File: config.mk
export PLATFORM = sky130hd
export DESIGN_NAME = ram32_byte_port
export DESIGN_NICKNAME = d
export VERILOG_FILES = /design/src/rtl/ram32_byte_port.sv
export SDC_FILE = /design/constraint.sdc
export NUM_CORES = 1
export LEC_CHECK = 0
export CORE_MARGIN = 4
export CORE_UTILIZATION = 50
export CTS_BUF_LIST = sky130_fd_sc_hd__clkbuf_8
export DETAILED_ROUTE_END_ITERATION = 7
export DONT_BUFFER_PORTS = 1
export HOLD_SLACK_MARGIN = 0.08
export PLACE_DENSITY_LB_ADDON = 0.05
export SLEW_MARGIN = 20
export SYNTH_ARGS = -nofsm -noshare
export SYNTH_HDL_FRONTEND = slang
export SYNTH_SLANG_ARGS = --single-unit
File: constraint.sdc
create_clock -name clk -period 2.75 [get_ports clk]
set_input_delay 0.275 -clock clk [delete_from_list [all_inputs] [get_ports clk]]
set_output_delay 0.275 -clock clk [all_outputs]
set_load 0.02 [all_outputs]
File: src/rtl/ram32_byte_port.sv
// Byte-serial valid/ready front end for the RAM32 macro: parses command/length
// frames, steers write bytes into lanes and serialises read words back to the host.
module ram32_byte_port (
    input  logic        clk,
    input  logic        rst_n,
    input  logic        cmd_valid,
    input  logic [7:0]  cmd_data,
    output logic        cmd_ready,
    output logic        rsp_valid,
    output logic [7:0]  rsp_data,
    input  logic        rsp_ready,
    output logic        ram_en,
    output logic [4:0]  ram_a,
    output logic [3:0]  ram_we,
    output logic [31:0] ram_di,
    input  logic [31:0] ram_do,
    output logic        busy
);
    localparam int unsigned ADDR_W = 5;
    localparam int unsigned DATA_W = 32;
    localparam int unsigned LANES  = 4;
    localparam int unsigned IDX_W  = 2;

    typedef enum logic [2:0] {
        S_IDLE  = 3'd0,
        S_LEN   = 3'd1,
        S_WDATA = 3'd2,
        S_RREQ  = 3'd3,
        S_RCAP  = 3'd4,
        S_RSEND = 3'd5
    } state_t;

    state_t              state_q, state_d;
    logic                dir_q;
    logic [ADDR_W-1:0]   addr_q;
    logic [ADDR_W-1:0]   cnt_q;
    logic [IDX_W-1:0]    idx_q;
    logic [DATA_W-1:0]   shreg_q;
    logic                cmd_ready_q;
    logic                rsp_valid_q;
    logic                cmd_xfer;
    logic                rsp_xfer;
    logic                last_byte;

    assign cmd_xfer  = cmd_valid & cmd_ready_q;
    assign rsp_xfer  = rsp_valid_q & rsp_ready;
    assign last_byte = (idx_q == IDX_W'(LANES - 1));

    assign cmd_ready = cmd_ready_q;
    assign rsp_valid = rsp_valid_q;
    assign rsp_data  = shreg_q[7:0];
    assign ram_a     = addr_q;
    assign busy      = (state_q != S_IDLE);

    // Next-state and RAM port drive; write bytes go straight through to the macro.
    always_comb begin
        state_d = state_q;
        ram_en  = 1'b0;
        ram_we  = '0;
        ram_di  = '0;
        case (state_q)
            S_IDLE: begin
                if (cmd_xfer) state_d = S_LEN;
            end
            S_LEN: begin
                if (cmd_xfer) state_d = dir_q ? S_WDATA : S_RREQ;
            end
            S_WDATA: begin
                if (cmd_xfer) begin
                    ram_en = 1'b1;
                    ram_we = LANES'(1) << idx_q;
                    ram_di = DATA_W'(cmd_data) << {idx_q, 3'b000};
                    if (last_byte && (cnt_q == '0)) state_d = S_IDLE;
                end
            end
            S_RREQ: begin
                ram_en  = 1'b1;
                state_d = S_RCAP;
            end
            S_RCAP: begin
                state_d = S_RSEND;
            end
            S_RSEND: begin
                if (rsp_xfer && last_byte) state_d = (cnt_q == '0) ? S_IDLE : S_RREQ;
            end
            default: state_d = S_IDLE;
        endcase
    end

    always_ff @(posedge clk or negedge rst_n) begin
        if (!rst_n) begin
            state_q <= S_IDLE;
        end else begin
            state_q <= state_d;
        end
    end

    // Frame datapath: address, word counter, byte index and read shift register.
    always_ff @(posedge clk or negedge rst_n) begin
        if (!rst_n) begin
            dir_q       <= 1'b0;
            addr_q      <= '0;
            cnt_q       <= '0;
            idx_q       <= '0;
            shreg_q     <= '0;
            cmd_ready_q <= 1'b0;
            rsp_valid_q <= 1'b0;
        end else begin
            cmd_ready_q <= (state_d == S_IDLE) || (state_d == S_LEN) || (state_d == S_WDATA);
            rsp_valid_q <= (state_d == S_RSEND);
            case (state_q)
                S_IDLE: begin
                    if (cmd_xfer) begin
                        dir_q  <= cmd_data[7];
                        addr_q <= cmd_data[ADDR_W-1:0];
                    end
                end
                S_LEN: begin
                    if (cmd_xfer) begin
                        cnt_q <= cmd_data[ADDR_W-1:0];
                        idx_q <= '0;
                    end
                end
                S_WDATA: begin
                    if (cmd_xfer) begin
                        idx_q <= idx_q + IDX_W'(1);
                        if (last_byte) begin
                            addr_q <= addr_q + ADDR_W'(1);
                            if (cnt_q != '0) cnt_q <= cnt_q - ADDR_W'(1);
                        end
                    end
                end
                S_RCAP: begin
                    shreg_q <= ram_do;
                end
                S_RSEND: begin
                    if (rsp_xfer) begin
                        shreg_q <= {8'h00, shreg_q[DATA_W-1:8]};
                        idx_q   <= idx_q + IDX_W'(1);
                        if (last_byte) begin
                            addr_q <= addr_q + ADDR_W'(1);
                            if (cnt_q != '0) cnt_q <= cnt_q - ADDR_W'(1);
                        end
                    end
                end
                default: ;
            endcase
        end
    end
endmodule

==> flow_metrics.py <==
metrics = {
    "yosys": {
        "yosys_warnings": 0,
        "seq_area_frac_synth_pct": 42.5,
        "syn_avg_cell_area_um2": 9.89,
        "synthArstFlopShare_pct": 100,
        "syn-num-nets": 349,
        "netlist_area_um2": 2950,
        "synth_edf_count": 0,
        "netlist_instances": 298,
        "synth.ff_latch_count": 50,
        "synth_top_flop_cell": "dfrtp_1",
        "ys_types": 54,
    },
    "timing": {
        "worstMarginPinSlew_ns": 0.672,
        "finalCritPeriodShare_pct": 88.0,
        "hold_viol_final": 0,
        "post-route-min-period_ns": 2.42,
        "skew_ns": 0.00483,
        "finalMaxSlewViolations": 0,
        "finalSetupViolations": 0,
        "max_freq_ghz": 0.413,
        "fin_ws_ns": 0.329,
        "rsz0062_at_grt": "false",
        "setup_tns_ns": 0,
        "slew_headroom_pct": 55.1,
        "whs_ns": 0.101,
    },
    "clock_network": {
        "root_buffer": "clkbuf_8",
        "cts_made_buffers": 5,
        "cts_buffer_depth": 2,
        "clkTransAtPathRegs_ns": 0.09,
        "clk_latency_ns": 0.30,
        "htreeDepth": 2,
        "cts_sinks": 50,
        "cts_tree": "yes",
        "cts.repair.resized": 0,
        "post_cts_buffers": 0,
        "cts_hold_buf": 2,
    },
    "die": {
        "die_w_um": 84.8,
        "initial_core_util_pct": 52.5,
        "placementRows": 27,
        "die_area_um2": 7190,
        "die_height_um": 84.8,
        "core_area_um2": 5610,
        "io_pins": 97,
    },
    "power": {
        "leakagePower_nw": 1.37,
        "netSwitchingPower_w": 0.00140,
        "p_int_w": 0.00192,
        "seqPwrFrac_pct": 46.2,
        "power.density_nw_per_um2": 1070,
        "switching_share_pct": 42.2,
        "power_frac_clock_pct": 15.4,
        "p_comb_share_pct": 38.4,
        "vdd_ir_drop_max_v": 0.000612,
    },
    "critical_path": {
        "crit_arrival_ns": 2.15,
        "cp_data_required_time_ns": 2.48,
        "r2r-start": "idx_q[0]",
        "r2r_cells": 5,
        "cp-start-kind": "register",
        "r2r_slack_ns": 0.63,
        "crit_path_max_fanout": 14,
        "rr_endpoint": "cnt_q[1]",
        "crit_type": "register to primary output",
        "cp-end-kind": "primary output",
    },
    "cells_and_area": {
        "stdcell_area_um2": 3110,
        "layout.nets": 345,
        "diodes": 0,
        "drive_above_1_share_pct": 11.2,
        "multiInputGateArea_um2": 1510,
        "utilization_pct": 55.5,
        "syn_to_final_growth_pct": 5.69,
        "nFillCells": 530,
        "register_area_um2": 1250,
    },
    "routing": {
        "drtIter0Drc": 111,
        "vias_per_cell": 5.61,
        "wl_per_cell_um": 17.1,
        "ant_nets": 0,
        "drc": 0,
        "first_pass_iters": 4,
        "vias": 2059,
        "wirelength_um": 6290,
    },
    "grt": {
        "globalRouteTotalUtil_pct": 17.8,
        "grt_pass1_wl_um": 10400,
        "antenna_found_initial": 0,
        "grt_overflow_total": 0,
        "grt_max_degree": 57,
        "grt_pass1_vias": 2011,
    },
    "placement": {
        "placed_area_um2": 2940,
        "place_hpwl_um": 4630,
        "dp_slack_ns": 0.657,
        "place.gp.congestion": 0.872,
        "numPortBuffers": 0,
    },
    "hold_path": {
        "holdPathStages": 1,
        "hold_start": "ram_do[27]",
        "whs_endpoint": "shreg_q[27]",
        "min_path_type": "primary input to register",
    },
    "status": {
        "outcome": "complete, no violations",
    },
    "flow_run": {
        "cap_violations": 0,
    },
}
## Yosys cell counts (all sizes together) (4+ instances only)
master   n  area share [%]
dfrtp   50              42
o21ai   33             5.6
and2    32             6.8
nand2   30             3.8
mux2i   24             8.2
buf     16             4.2
inv     12             1.5
a22o     9             2.7
nor3     9             2.2
nor2     8             1.0
ha       7             3.0
clkbuf   6            0.76
nand3    6             1.4
and3     5             1.1
a31o     4             1.5
a31oi    4            0.85
nor4     4            0.85
## state kept, by name, summed over array words and instances, names as in the netlist
signal and cells:
shreg_q 32, rsp_valid 1, ram_a 5, dir_q 1, state_q 3, idx_q 2
cnt_q 5, cmd_ready 1
## logic make-up (layout without fill, tap and decap cells)
family / Yosys count / in the layout / share of synthesized area [%]
compound gates: 75 / 75 / 18.3
xor+xnor: 1 / 1 / 0.297
fa+ha+maj: 7 / 7 / 2.97
buf+inv: 34 / 31 / 6.50
flops: 50 / 50 / 42.5
mux: 25 / 25 / 8.66
simple gates: 106 / 106 / 20.8
## cell usage in the layout, fill, tap and decap left out, types with 2 or more instances in the layout
cell and instances:
a31oi_1 4, dfrtp_1 50, mux2i_1 24, ha_1 7, a21oi_1 2, a41o_1 2, nor4_1 4, o21ai_0 33
nand3_1 5, a31o_2 3, and2_1 32, clkbuf_8 5, a22oi_1 3, inv_1 13, a22o_1 9, and3_2 2
buf_4 6, nand2_1 30, dlygate4sd3_1 4, o221ai_1 2, nor2_1 8, nor3_2 4, and3_1 3, nand2b_1 2
nor3_1 5, a2bb2oi_1 3
## how the worst max path moves through the flow
stage,from,endpoint,slack (ns),depth (start not counted)
after floorplan,state_q[2],ram_di[15],0.77,4
after global placement,idx_q[0],cnt_q[1],0.70,5
after detailed placement,idx_q[0],cnt_q[1],0.66,5
after CTS,state_q[0],ram_di[11],0.32,4
after global routing,state_q[2],ram_di[13],0.09,4
final,state_q[2],ram_di[11],0.33,4
## metal layers
layer,vias to the layer above,part of all wire (%),track usage [%]
met5,-,0,0
met4,0,1.4,4.89
met3,10,6.1,6.28
met2,51,42,24.1
met1,946,50,26.8
li1,1052,-,-
## cell type report
type | instances | share of cell area [%]
Multi-Input combinational cell | 214 | 48.3
Sequential cell | 50 | 40.2
Timing Repair Buffer | 11 | 3.62
Tap cell | 72 | 2.89
Clock buffer | 5 | 2.21
Inverter | 12 | 1.45
Clock inverter | 3 | 1.33
## power by group through the flow
| stage | Sequential [W] | Clock (W) | Combinational (W) |
|---|---|---|---|
| after floorplan | 0.00135 | 0 | 0.00132 |
| after global placement | 0.00154 | 0 | 0.00125 |
| after detailed placement | 0.00155 | 0 | 0.00126 |
| after CTS | 0.00154 | 0.000527 | 0.00129 |
| after global routing | 0.00159 | 0.000564 | 0.00147 |
| final | 0.00153 | 0.000512 | 0.00127 |
## through the flow
step,power [W],cells
2_1_floorplan,0.00267,298
3_3_place_gp,0.00279,354
3_5_place_dp,0.00281,354
4_1_cts,0.00335,364
5_1_grt,0.00362,367
6_report,0.00332,367
## worst max-delay path, stage by stage (launching register included)
cell and delay (ns):
dfrtp_1 0.54, nor3b_4 0.45, nand3_4 0.19, nor3_2 0.35, and2_1 0.31
No activity file was read; power rests on OpenSTA's default activity.
